### config.mk
export PLATFORM = sky130hd
export DESIGN_NAME = aes_inv_key_schedule_flat
export DESIGN_NICKNAME = d
export VERILOG_FILES = /design/src/rtl/aes_inv_key_schedule_if.sv /design/src/rtl/aes_inv_key_schedule.sv /design/src/flat_wrapper.sv
export SDC_FILE = /design/constraint.sdc
export NUM_CORES = 2
export LEC_CHECK = 0
export CAP_MARGIN = 40
export CORE_UTILIZATION = 35
export DETAILED_ROUTE_END_ITERATION = 10
export SYNTH_ARGS = -nofsm -noshare
export SYNTH_HDL_FRONTEND = slang
export SYNTH_SLANG_ARGS = --single-unit
### constraint.sdc
create_clock -name clk -period 62.7 [get_ports clk]
set_clock_uncertainty 0.05 [all_clocks]
set_input_delay 6.27 -clock clk [delete_from_list [all_inputs] [get_ports clk]]
set_output_delay 6.27 -clock clk [all_outputs]
set_load 0.05 [all_outputs]
### src/rtl/aes_inv_key_schedule_if.sv
// Handshake/data bundle between a consumer and the inverse AES key schedule.
// The master side requests a run and accepts round keys; the slave side is the schedule.
interface aes_inv_key_schedule_if;
  logic [1:0]   sel;
  logic         start;
  logic [255:0] last_key;
  logic         rk_ready;
  logic         rk_valid;
  logic [127:0] round_key;
  logic [3:0]   round_idx;
  logic         busy;
  logic         done;

  modport master (
    output sel, start, last_key, rk_ready,
    input  rk_valid, round_key, round_idx, busy, done
  );

  modport slave (
    input  sel, start, last_key, rk_ready,
    output rk_valid, round_key, round_idx, busy, done
  );
endinterface

### src/rtl/aes_inv_key_schedule.sv
// Inverse AES key schedule: starting from the last Nk words of the expanded key,
// walks the expansion backwards one word per cycle and hands out round keys
// from round Nr down to round 0 over a valid/ready handshake.
module aes_inv_key_schedule (
  input logic                     clk,
  input logic                     reset,
  aes_inv_key_schedule_if.slave   bus
);

  typedef enum logic [1:0] {ST_IDLE, ST_RUN, ST_DONE} state_t;

  // Forward AES S-box (the backward recurrence still uses SubWord, not its inverse).
  localparam logic [7:0] SBOX [256] = '{
    8'h63, 8'h7c, 8'h77, 8'h7b, 8'hf2, 8'h6b, 8'h6f, 8'hc5, 8'h30, 8'h01, 8'h67, 8'h2b, 8'hfe, 8'hd7, 8'hab, 8'h76,
    8'hca, 8'h82, 8'hc9, 8'h7d, 8'hfa, 8'h59, 8'h47, 8'hf0, 8'had, 8'hd4, 8'ha2, 8'haf, 8'h9c, 8'ha4, 8'h72, 8'hc0,
    8'hb7, 8'hfd, 8'h93, 8'h26, 8'h36, 8'h3f, 8'hf7, 8'hcc, 8'h34, 8'ha5, 8'he5, 8'hf1, 8'h71, 8'hd8, 8'h31, 8'h15,
    8'h04, 8'hc7, 8'h23, 8'hc3, 8'h18, 8'h96, 8'h05, 8'h9a, 8'h07, 8'h12, 8'h80, 8'he2, 8'heb, 8'h27, 8'hb2, 8'h75,
    8'h09, 8'h83, 8'h2c, 8'h1a, 8'h1b, 8'h6e, 8'h5a, 8'ha0, 8'h52, 8'h3b, 8'hd6, 8'hb3, 8'h29, 8'he3, 8'h2f, 8'h84,
    8'h53, 8'hd1, 8'h00, 8'hed, 8'h20, 8'hfc, 8'hb1, 8'h5b, 8'h6a, 8'hcb, 8'hbe, 8'h39, 8'h4a, 8'h4c, 8'h58, 8'hcf,
    8'hd0, 8'hef, 8'haa, 8'hfb, 8'h43, 8'h4d, 8'h33, 8'h85, 8'h45, 8'hf9, 8'h02, 8'h7f, 8'h50, 8'h3c, 8'h9f, 8'ha8,
    8'h51, 8'ha3, 8'h40, 8'h8f, 8'h92, 8'h9d, 8'h38, 8'hf5, 8'hbc, 8'hb6, 8'hda, 8'h21, 8'h10, 8'hff, 8'hf3, 8'hd2,
    8'hcd, 8'h0c, 8'h13, 8'hec, 8'h5f, 8'h97, 8'h44, 8'h17, 8'hc4, 8'ha7, 8'h7e, 8'h3d, 8'h64, 8'h5d, 8'h19, 8'h73,
    8'h60, 8'h81, 8'h4f, 8'hdc, 8'h22, 8'h2a, 8'h90, 8'h88, 8'h46, 8'hee, 8'hb8, 8'h14, 8'hde, 8'h5e, 8'h0b, 8'hdb,
    8'he0, 8'h32, 8'h3a, 8'h0a, 8'h49, 8'h06, 8'h24, 8'h5c, 8'hc2, 8'hd3, 8'hac, 8'h62, 8'h91, 8'h95, 8'he4, 8'h79,
    8'he7, 8'hc8, 8'h37, 8'h6d, 8'h8d, 8'hd5, 8'h4e, 8'ha9, 8'h6c, 8'h56, 8'hf4, 8'hea, 8'h65, 8'h7a, 8'hae, 8'h08,
    8'hba, 8'h78, 8'h25, 8'h2e, 8'h1c, 8'ha6, 8'hb4, 8'hc6, 8'he8, 8'hdd, 8'h74, 8'h1f, 8'h4b, 8'hbd, 8'h8b, 8'h8a,
    8'h70, 8'h3e, 8'hb5, 8'h66, 8'h48, 8'h03, 8'hf6, 8'h0e, 8'h61, 8'h35, 8'h57, 8'hb9, 8'h86, 8'hc1, 8'h1d, 8'h9e,
    8'he1, 8'hf8, 8'h98, 8'h11, 8'h69, 8'hd9, 8'h8e, 8'h94, 8'h9b, 8'h1e, 8'h87, 8'he9, 8'hce, 8'h55, 8'h28, 8'hdf,
    8'h8c, 8'ha1, 8'h89, 8'h0d, 8'hbf, 8'he6, 8'h42, 8'h68, 8'h41, 8'h99, 8'h2d, 8'h0f, 8'hb0, 8'h54, 8'hbb, 8'h16
  };

  function automatic logic [31:0] sub_word(input logic [31:0] x);
    return {SBOX[x[31:24]], SBOX[x[23:16]], SBOX[x[15:8]], SBOX[x[7:0]]};
  endfunction

  function automatic logic [7:0] rcon(input logic [3:0] idx);
    logic [7:0] v;
    case (idx)
      4'd1:    v = 8'h01;
      4'd2:    v = 8'h02;
      4'd3:    v = 8'h04;
      4'd4:    v = 8'h08;
      4'd5:    v = 8'h10;
      4'd6:    v = 8'h20;
      4'd7:    v = 8'h40;
      4'd8:    v = 8'h80;
      4'd9:    v = 8'h1b;
      4'd10:   v = 8'h36;
      default: v = 8'h00;
    endcase
    return v;
  endfunction

  // Key size code: 0 = AES-128, 1 = AES-192, 2 = AES-256.
  state_t       r_state;
  state_t       w_state_next;
  logic [1:0]   r_ks;
  logic [31:0]  r_win [8];     // r_win[k] holds expanded word w[j+k]
  logic [5:0]   r_j;           // index of the oldest word held in the window
  logic [3:0]   r_round;       // round whose key is presented next
  logic [2:0]   r_phase;       // (index of the word being recovered) mod Nk
  logic [3:0]   r_rcon_idx;

  logic [1:0]   w_ks_in;
  logic         w_start_fire;
  logic [5:0]   w_round_x4;
  logic         w_rk_valid;
  logic         w_fire;
  logic         w_step;
  logic [2:0]   w_o0, w_o1, w_o2, w_o3;
  logic [5:0]   w_j0;
  logic [3:0]   w_nr;
  logic [3:0]   w_rc0;
  logic [2:0]   w_nk_m1;
  logic [31:0]  w_top;
  logic [31:0]  w_prev;
  logic [31:0]  w_sub_in;
  logic [31:0]  w_sub_out;
  logic [31:0]  w_t;
  logic [31:0]  w_new;
  logic         w_busy;
  logic         w_done;
  logic [31:0]  w_load [8];

  assign w_ks_in      = bus.sel[1] ? 2'd2 : bus.sel;
  assign w_start_fire = (r_state == ST_IDLE) && bus.start;
  assign w_round_x4   = {r_round, 2'b00};
  assign w_rk_valid   = (r_state == ST_RUN) && (r_j <= w_round_x4);
  assign w_fire       = w_rk_valid && bus.rk_ready;
  assign w_step       = (r_state == ST_RUN) && !w_rk_valid;

  // The offset 4r-j never exceeds 4, so modulo-8 arithmetic on the low bits is exact.
  assign w_o0 = {r_round[0], 2'b00} - r_j[2:0];
  assign w_o1 = w_o0 + 3'd1;
  assign w_o2 = w_o0 + 3'd2;
  assign w_o3 = w_o0 + 3'd3;

  // Right-aligned last_key unpacked into window words for each key size.
  for (genvar gi = 0; gi < 8; gi++) begin : g_load
    logic [31:0] w_l128;
    logic [31:0] w_l192;
    logic [31:0] w_l256;
    if (gi < 4) begin : g_128
      assign w_l128 = bus.last_key[127-32*gi -: 32];
    end else begin : g_128_none
      assign w_l128 = '0;
    end
    if (gi < 6) begin : g_192
      assign w_l192 = bus.last_key[191-32*gi -: 32];
    end else begin : g_192_none
      assign w_l192 = '0;
    end
    assign w_l256     = bus.last_key[255-32*gi -: 32];
    assign w_load[gi] = (w_ks_in == 2'd0) ? w_l128 :
                        (w_ks_in == 2'd1) ? w_l192 : w_l256;
  end

  // Per-size start values for the word index, round counter and Rcon index.
  always_comb begin
    w_j0  = 6'd52;
    w_nr  = 4'd14;
    w_rc0 = 4'd7;
    case (w_ks_in)
      2'd0: begin w_j0 = 6'd40; w_nr = 4'd10; w_rc0 = 4'd10; end
      2'd1: begin w_j0 = 6'd46; w_nr = 4'd12; w_rc0 = 4'd8;  end
      default: ;
    endcase
  end

  // Select the two window words the backward recurrence needs for the latched size.
  always_comb begin
    w_nk_m1 = 3'd7;
    w_top   = r_win[7];
    w_prev  = r_win[6];
    case (r_ks)
      2'd0: begin w_nk_m1 = 3'd3; w_top = r_win[3]; w_prev = r_win[2]; end
      2'd1: begin w_nk_m1 = 3'd5; w_top = r_win[5]; w_prev = r_win[4]; end
      default: ;
    endcase
  end

  // T(x) and the recovered word w[j-1] = w[j-1+Nk] xor T(w[j-2+Nk]).
  always_comb begin
    w_sub_in  = (r_phase == 3'd0) ? {w_prev[23:0], w_prev[31:24]} : w_prev;
    w_sub_out = sub_word(w_sub_in);
    if (r_phase == 3'd0) begin
      w_t = w_sub_out ^ {rcon(r_rcon_idx), 24'h0};
    end else if (r_ks == 2'd2 && r_phase == 3'd4) begin
      w_t = w_sub_out;
    end else begin
      w_t = w_prev;
    end
    w_new = w_top ^ w_t;
  end

  // State register.
  always_ff @(posedge clk) begin
    if (!reset) begin
      r_state <= ST_IDLE;
    end else begin
      r_state <= w_state_next;
    end
  end

  // Next-state and status outputs.
  always_comb begin
    w_state_next = r_state;
    w_busy       = 1'b0;
    w_done       = 1'b0;
    case (r_state)
      ST_IDLE: begin
        if (bus.start) w_state_next = ST_RUN;
      end
      ST_RUN: begin
        w_busy = 1'b1;
        if (w_fire && r_round == 4'd0) w_state_next = ST_DONE;
      end
      ST_DONE: begin
        w_busy       = 1'b1;
        w_done       = 1'b1;
        w_state_next = ST_IDLE;
      end
      default: w_state_next = ST_IDLE;
    endcase
  end

  // Datapath: load on start, count rounds on handshake, otherwise step one word back.
  always_ff @(posedge clk) begin
    if (!reset) begin
      r_round <= 4'd0;
      r_j     <= 6'd0;
    end else if (w_start_fire) begin
      r_ks       <= w_ks_in;
      r_j        <= w_j0;
      r_round    <= w_nr;
      r_phase    <= 3'd3;
      r_rcon_idx <= w_rc0;
      for (int k = 0; k < 8; k++) r_win[k] <= w_load[k];
    end else if (w_fire) begin
      r_round <= r_round - 4'd1;
    end else if (w_step) begin
      r_win[0] <= w_new;
      for (int k = 1; k < 8; k++) r_win[k] <= r_win[k-1];
      r_j     <= r_j - 6'd1;
      r_phase <= (r_phase == 3'd0) ? w_nk_m1 : r_phase - 3'd1;
      if (r_phase == 3'd0) r_rcon_idx <= r_rcon_idx - 4'd1;
    end
  end

  assign bus.rk_valid  = w_rk_valid;
  assign bus.round_key = w_rk_valid ? {r_win[w_o0], r_win[w_o1], r_win[w_o2], r_win[w_o3]} : 128'h0;
  assign bus.round_idx = w_rk_valid ? r_round : 4'd0;
  assign bus.busy      = w_busy;
  assign bus.done      = w_done;

endmodule
### src/flat_wrapper.sv
// flat-port wrapper written by rule: the top's interface ports become plain ports
module aes_inv_key_schedule_flat 
  (clk, reset, bus_sel, bus_start, bus_last_key, bus_rk_ready, bus_rk_valid, bus_round_key, bus_round_idx, bus_busy, bus_done);
  aes_inv_key_schedule_if bus_i ();
  input logic clk;
  input logic reset;
  input wire logic [$bits(bus_i.sel)-1:0] bus_sel;
  input wire logic [$bits(bus_i.start)-1:0] bus_start;
  input wire logic [$bits(bus_i.last_key)-1:0] bus_last_key;
  input wire logic [$bits(bus_i.rk_ready)-1:0] bus_rk_ready;
  output wire logic [$bits(bus_i.rk_valid)-1:0] bus_rk_valid;
  output wire logic [$bits(bus_i.round_key)-1:0] bus_round_key;
  output wire logic [$bits(bus_i.round_idx)-1:0] bus_round_idx;
  output wire logic [$bits(bus_i.busy)-1:0] bus_busy;
  output wire logic [$bits(bus_i.done)-1:0] bus_done;
  assign bus_i.sel = bus_sel;
  assign bus_i.start = bus_start;
  assign bus_i.last_key = bus_last_key;
  assign bus_i.rk_ready = bus_rk_ready;
  assign bus_rk_valid = bus_i.rk_valid;
  assign bus_round_key = bus_i.round_key;
  assign bus_round_idx = bus_i.round_idx;
  assign bus_busy = bus_i.busy;
  assign bus_done = bus_i.done;
  aes_inv_key_schedule u_core (.clk(clk), .reset(reset), .bus(bus_i));
endmodule
==> After elaboration in Yosys (flattened, before gate mapping) <==
Memory sizes are Yosys's and may differ from the RTL's. A register that Yosys moved wholly into a read port is not among the register bits.
Cells that the tools add are included.
{ "totals": {"register_bits": 21, "ram_bits": 256, "rom_bits": 8320, "inputBits": 262, "elab_cells": 140, "memories": 6} }
{ "classes": {"add_sub_neg": 8, "magnitude_cmp": 5, "eq_ne": 9, "mux": 71, "bitwise": 14, "n_reduce_logical": 21} }
{ "mem_list": {"columns": ["memory", "words", "word_bits", "rd", "rd_ports_with_merged_regs", "wr", "line_no", "text"], "rows": [
  ["(no name shown)", 256, 8, 1, 0, 0, "aes_inv_key_schedule.sv:33", "return {SBOX[x[31:24]], SBOX[x[23:16]], SBOX[x[15:8]], SBOX[x[7:0]]};"],
  ["(no name shown)", 256, 8, 1, 0, 0, "aes_inv_key_schedule.sv:33", null],
  ["(no name shown)", 256, 8, 1, 0, 0, "aes_inv_key_schedule.sv:33", null],
  ["(no name shown)", 256, 8, 1, 0, 0, "aes_inv_key_schedule.sv:33", null],
  ["u_core.r_win", 8, 32, 12, 0, 8, "aes_inv_key_schedule.sv:58", "logic [31:0] r_win [8];"],
  ["(no name shown)", 16, 8, 1, 1, 0, "aes_inv_key_schedule.sv:38", "case (idx)"]
]} }
{ "ops": {"columns": ["operator", "count"], "rows": [
  ["32-bit 2-to-1 mux", 27],
  ["128-bit 2-to-1 mux", 1],
  ["32-bit case mux with 2 select lines", 2],
  ["8-bit 2-to-1 mux", 9],
  ["32-bit XOR", 2],
  ["9-bit >= comparator, second input constant", 4],
  ["8-bit NOT with 9-bit output", 4],
  ["4-bit 2-to-1 mux", 8],
  ["6-bit 2-to-1 mux", 3],
  ["3-bit case mux with 2 select lines", 2],
  ["1-bit 2-to-1 mux", 10],
  ["5-bit case mux with 2 select lines", 1],
  ["3-bit 2-to-1 mux", 3],
  ["1-bit OR", 8],
  ["4-bit case mux with 2 select lines", 1],
  ["4-bit by 1-bit subtractor with 4-bit output, second input constant", 2],
  ["3-bit by 2-bit adder with 3-bit output, second input constant", 2],
  ["2-bit by 1-bit equality test with 1-bit output, second input constant", 3],
  ["6-bit less-or-equal comparator", 1],
  ["1-bit logical AND", 6],
  ["2-bit logical NOT", 3],
  ["2-bit 2-to-1 mux", 3],
  ["2-bit AND reduction", 3],
  ["2-bit nonzero test", 3],
  ["15 further kinds", 17]
]} }

==> Longest topological paths before layout <==
{ "logic_depth": {"ltp_word": 11, "ltp_mapped": 23, "depth_no_buf": 17} }

==> Least setup slack after synthesis <==
Ideal clock, no wire load.
{ "synth_path": {"path_kind": "input-to-reg", "from": "in reset", "to": "reg with a tool-made name", "t_arrival_ns": 30.311, "path_slack_ns": 32.222, "cell_stages": 5, "path_buffers": 0, "path_cell_list": "a21boi_0 o21ai_1 mux2i_1 nor2_1 a22o_1"} }
{ "synth_lines": {"columns": ["item", "line_no", "text"], "rows": [
  ["start, declared", "flat_wrapper.sv:6", "input logic reset;"]
]} }

==> Final worst setup path <==
{ "layout_path": {"from": "reg u_core.r_j[0]", "to": "out bus_round_key[29]"} }
{ "layout_between": {"elab_chain_len": 4} }
{ "layout_rtl": {"columns": ["item", "line_no", "text"], "rows": [
  ["start, declared", "aes_inv_key_schedule.sv:59", "logic [5:0] r_j;"],
  ["start signal, assigned", "aes_inv_key_schedule.sv:194", "r_j <= w_j0;"],
  ["start signal, assigned", "aes_inv_key_schedule.sv:204", "r_j <= r_j - 6'd1;"],
  ["3-bit subtractor", "aes_inv_key_schedule.sv:93", "assign w_o0 = {r_round[0], 2'b00} - r_j[2:0];"],
  ["3-bit by 2-bit adder with 3-bit output", "aes_inv_key_schedule.sv:96", "assign w_o3 = w_o0 + 3'd3;"],
  ["memory read 8 x 32 bit", null, null],
  ["128-bit 2-to-1 mux (*)", "aes_inv_key_schedule.sv:211", "assign bus.round_key = w_rk_valid ? {r_win[w_o0], r_win[w_o1], r_win[w_o2], r_win[w_o3]} : 128'h0;"],
  ["end, declared", "flat_wrapper.sv:12", "output wire logic [$bits(bus_i.round_key)-1:0] bus_round_key;"]
]} }
Every way passes the cells marked *; elsewhere a longest branch is shown, timed or not.

==> metrics.yaml <==
power_and_ir_drop:
  seqPwrFrac_pct: 13.7
  power.density_nw_per_um2: 55.48
  comb_power_share_pct: 77.3
  p_leak_nw: 15.21
  p_int_mw: 1.016
  power.switching_mw: 1.464
  fin_total_pwr_mw: 2.479
  p_sw_share_pct: 59.04
  irDropWorstVdd_mv: 0.04106
  clkPwrFrac_pct: 9.0
timing:
  tightest_slew_ns: 1.111
  rsz0062_at_grt: "no"
  finalHoldViolCount: 0
  drv_slew: 0
  fin_tns_setup_ns: 0
  setup_slack_ns: 50.84
  max_slew_margin_pct: 25.93
  max_freq_ghz: 0.08434
  fin_crit_ns: 11.86
  hold_slack_ns: 0.4968
  fin_crit_sh_pct: 18.91
  setup_viol: 0
setup_path:
  cp.arrival_ns: 5.54
  endpoint_kind: "output pin"
  cp-start-kind: "register"
  worstPathRequired_ns: 56.38
  cpPeakStageDelay_ns: 0.94
  critPathKind: "register to output pin"
  cp_common_cell: "buf_4"
  worstPathCellList: "inv_2 > buf_4 > buf_16 > ha_4 > buf_12 > xor2_2 > buf_4 > nand2_1 > a21oi_1 > clkdlybuf4s50_1"
  crit_path_max_fanout: 90
  crit_slowest_cell: "clkdlybuf4s50_1"
final_layout:
  syn2layout_area_growth_pct: 16.11
  fillCellCount: 11110
  stdcell_area_sq_um: 44690
  seqCellArea_sq_um: 8362
  nets: 5337
  multiInputGateArea_sq_um: 27770
  layout-drive-gt1-share_pct: 10.69
global_route:
  antenna_found_initial: 19
  grt_pass1_wl_mm: 291.0
  grt_use_total_pct: 34.72
  grt_max_degree: 134
  overflow: 0
  grt_pass1_vias: 40700
clocking:
  cts_tree: "built"
  postCtsSetupBuffers: 0
  cts-root-buf: "clkbuf_16"
  cts_buffer_depth: 3
  worstSkewPairLatency_ns: 0.61
  cts_made_buffers: 38
  clkSinkCount: 285
  clkTransAtPathRegs_ns: 0.05
  postCtsHoldBufs: 0
  ctsHtreeMaxLevel: 2
  ctsResizeCount: 0
synth:
  synth_cell_types: 107
  synth_nets: 5289
  synth_area_per_cell_sq_um: 7.739
  synth_top_flop_cell: "edfxtp_1"
  yosysWarnings: 0
  synth_seq_cells: 285
  netlist_instances: 4974
  synth-async-reset-ratio_pct: 0
  yosysSeqAreaShare_pct: 21.71
  syn_area_sq_um: 38490
  synth_edf_count: 265
floorplanning:
  die-width_um: 333.6
  ios: 397
  core-area_sq_um: 109000
  rows: 121
  die_height_um: 333.6
  die_area_sq_um: 111300
  initial_core_util_pct: 35.31
detailed_routing:
  drc: 0
  vias_per_cell: 6.890
  wl_mm: 202.7
  routedWlPerCell_um: 31.33
  drt_first_pass_iters: 8
  dr_total_vias: 44580
  ant_nets: 0
  drt_iter0_markers: 6659
placed_design:
  placed_cell_area_sq_um: 43440
  io_buffers: 396
  dp_hpwl_mm: 141.9
  place_ws_ns: 51.62
  place_congestion: 1.037
worst_hold_path:
  hold_class: "register to register"
status:
  status: "finished, final reports clean"
job:
  drv_cap: 0
-- worst paths after layout --
check                    startpoint                  end  slack [ns]  cells after the start
setup reg to reg     u_core.r_ks[0]  u_core.r_win[0][29]       55.51                     16
hold reg to reg   u_core.r_state[1]    u_core.r_state[1]        0.50                      2
hold / removal    u_core.r_state[1]    u_core.r_state[1]        0.50                      2
setup / recovery      u_core.r_j[0]    bus_round_key[29]       50.84                     10
-- area by class of cell --
cell class	instances	area share, %
tap	1414	3.959
sequential	285	18.71
clock buffer	52	2.408
clock inverter	17	0.3584
timing repair buffer	536	11.84
inverter	67	0.5627
antenna	5	0.02800
multi-input combinational	4094	62.13
-- critical path, delay by kind of cell (launching register included) --
kind                     cells  cell delay (ns)
flip-flops                   1             0.67
adder cells (fa/ha/maj)      1             0.88
buffers and inverters        6             2.22
AND/OR/NAND/NOR              1             0.10
XOR/XNOR                     1             0.23
AO/OA/AOI/OAI                1             0.62
-- cells by family after synthesis --
logic type / synth area share [%]
AO/OA/AOI/OAI: 29.27
AND/OR/NAND/NOR: 18.85
buffers and inverters: 6.667
multiplexers: 20.53
flip-flops: 21.71
XOR/XNOR: 1.251
adder cells (fa/ha/maj): 1.723
-- synthesized netlist by cell type (all sizes together), types with 21 or more instances --
library cell	n	area share, %
clkbuf	319	3.1
nor3	92	1.3
a21oi	477	6.3
nand3	149	2.0
nor2	609	6.0
mux2	71	2.1
o221ai	34	0.77
a22oi	21	0.41
edfxtp	265	21
a2111oi	21	0.48
o2111ai	23	0.52
o211ai	88	1.9
o311ai	43	1.0
ha	53	1.7
a311oi	40	0.91
xnor2	50	1.1
buf	209	2.9
nand2	683	6.7
and3	23	0.37
inv	65	0.63
mux4	189	11
o22ai	31	0.50
a211oi	106	2.1
nand2b	31	0.50
a221oi	99	2.3
a31oi	73	1.2
o21ai	507	6.7
mux2i	282	7.3
-- power groups by stage --
| stage | registers (mW) | clock network [mW] | logic (mW) |
|---|---|---|---|
| after floorplan | 0.344 | 0 | 1.22 |
| after detailed placement | 0.339 | 0 | 1.84 |
| final | 0.340 | 0.223 | 1.92 |
| after global routing | 0.344 | 0.231 | 1.99 |
| after CTS | 0.336 | 0.226 | 1.85 |
| after global placement | 0.339 | 0 | 1.83 |
-- stage by stage --
step	cells	util, %
after floorplan	4974	-
after global placement	6370	39.48
after detailed placement	6396	39.85
after CTS	6465	40.99
after global routing	6468	41.00
final	6470	41.00
-- layout by cell type, fill, tap and decap left out, types with 20 or more instances in the layout --
cell	Yosys	final
nand2_1	679	676
nor2_1	603	600
o21ai_0	483	481
a21oi_1	473	473
clkdlybuf4s50_1	0	394
mux2i_1	282	277
edfxtp_1	265	265
mux4_2	189	189
nand3_1	147	146
buf_4	16	120
a211oi_1	105	105
a221oi_1	98	98
nor3_1	85	85
o211ai_1	76	76
a31oi_1	73	73
mux2_2	62	62
inv_1	62	60
ha_1	53	52
xnor2_1	50	47
a311oi_1	40	40
clkbuf_16	0	40
o311ai_0	37	37
o221ai_1	34	34
o22ai_1	31	31
nand2b_1	31	30
o2111ai_1	23	23
and3_1	23	23
o21ai_1	20	22
a22oi_1	21	21
nand4_1	20	20
a2111oi_0	20	20
-- state kept, by name (all words and copies together) (netlist names), named ones only --
name / count
u_core.r_win: 256
u_core.r_j: 6
u_core.r_rcon_idx: 4
u_core.r_round: 4
u_core.r_phase: 3
u_core.r_ks: 2
u_core.r_state: 2
-- metal layers --
layer / vias to the layer above / GRT usage [%] / share of wire, %
li1: 19060 / - / -
met3: 578 / 9.768 / 13
met2: 3353 / 51.66 / 43
met1: 21550 / 46.21 / 39
met5: - / 0 / 0.12
met4: 36 / 16.29 / 5.2
No activity file was read; power rests on OpenSTA's default activity.
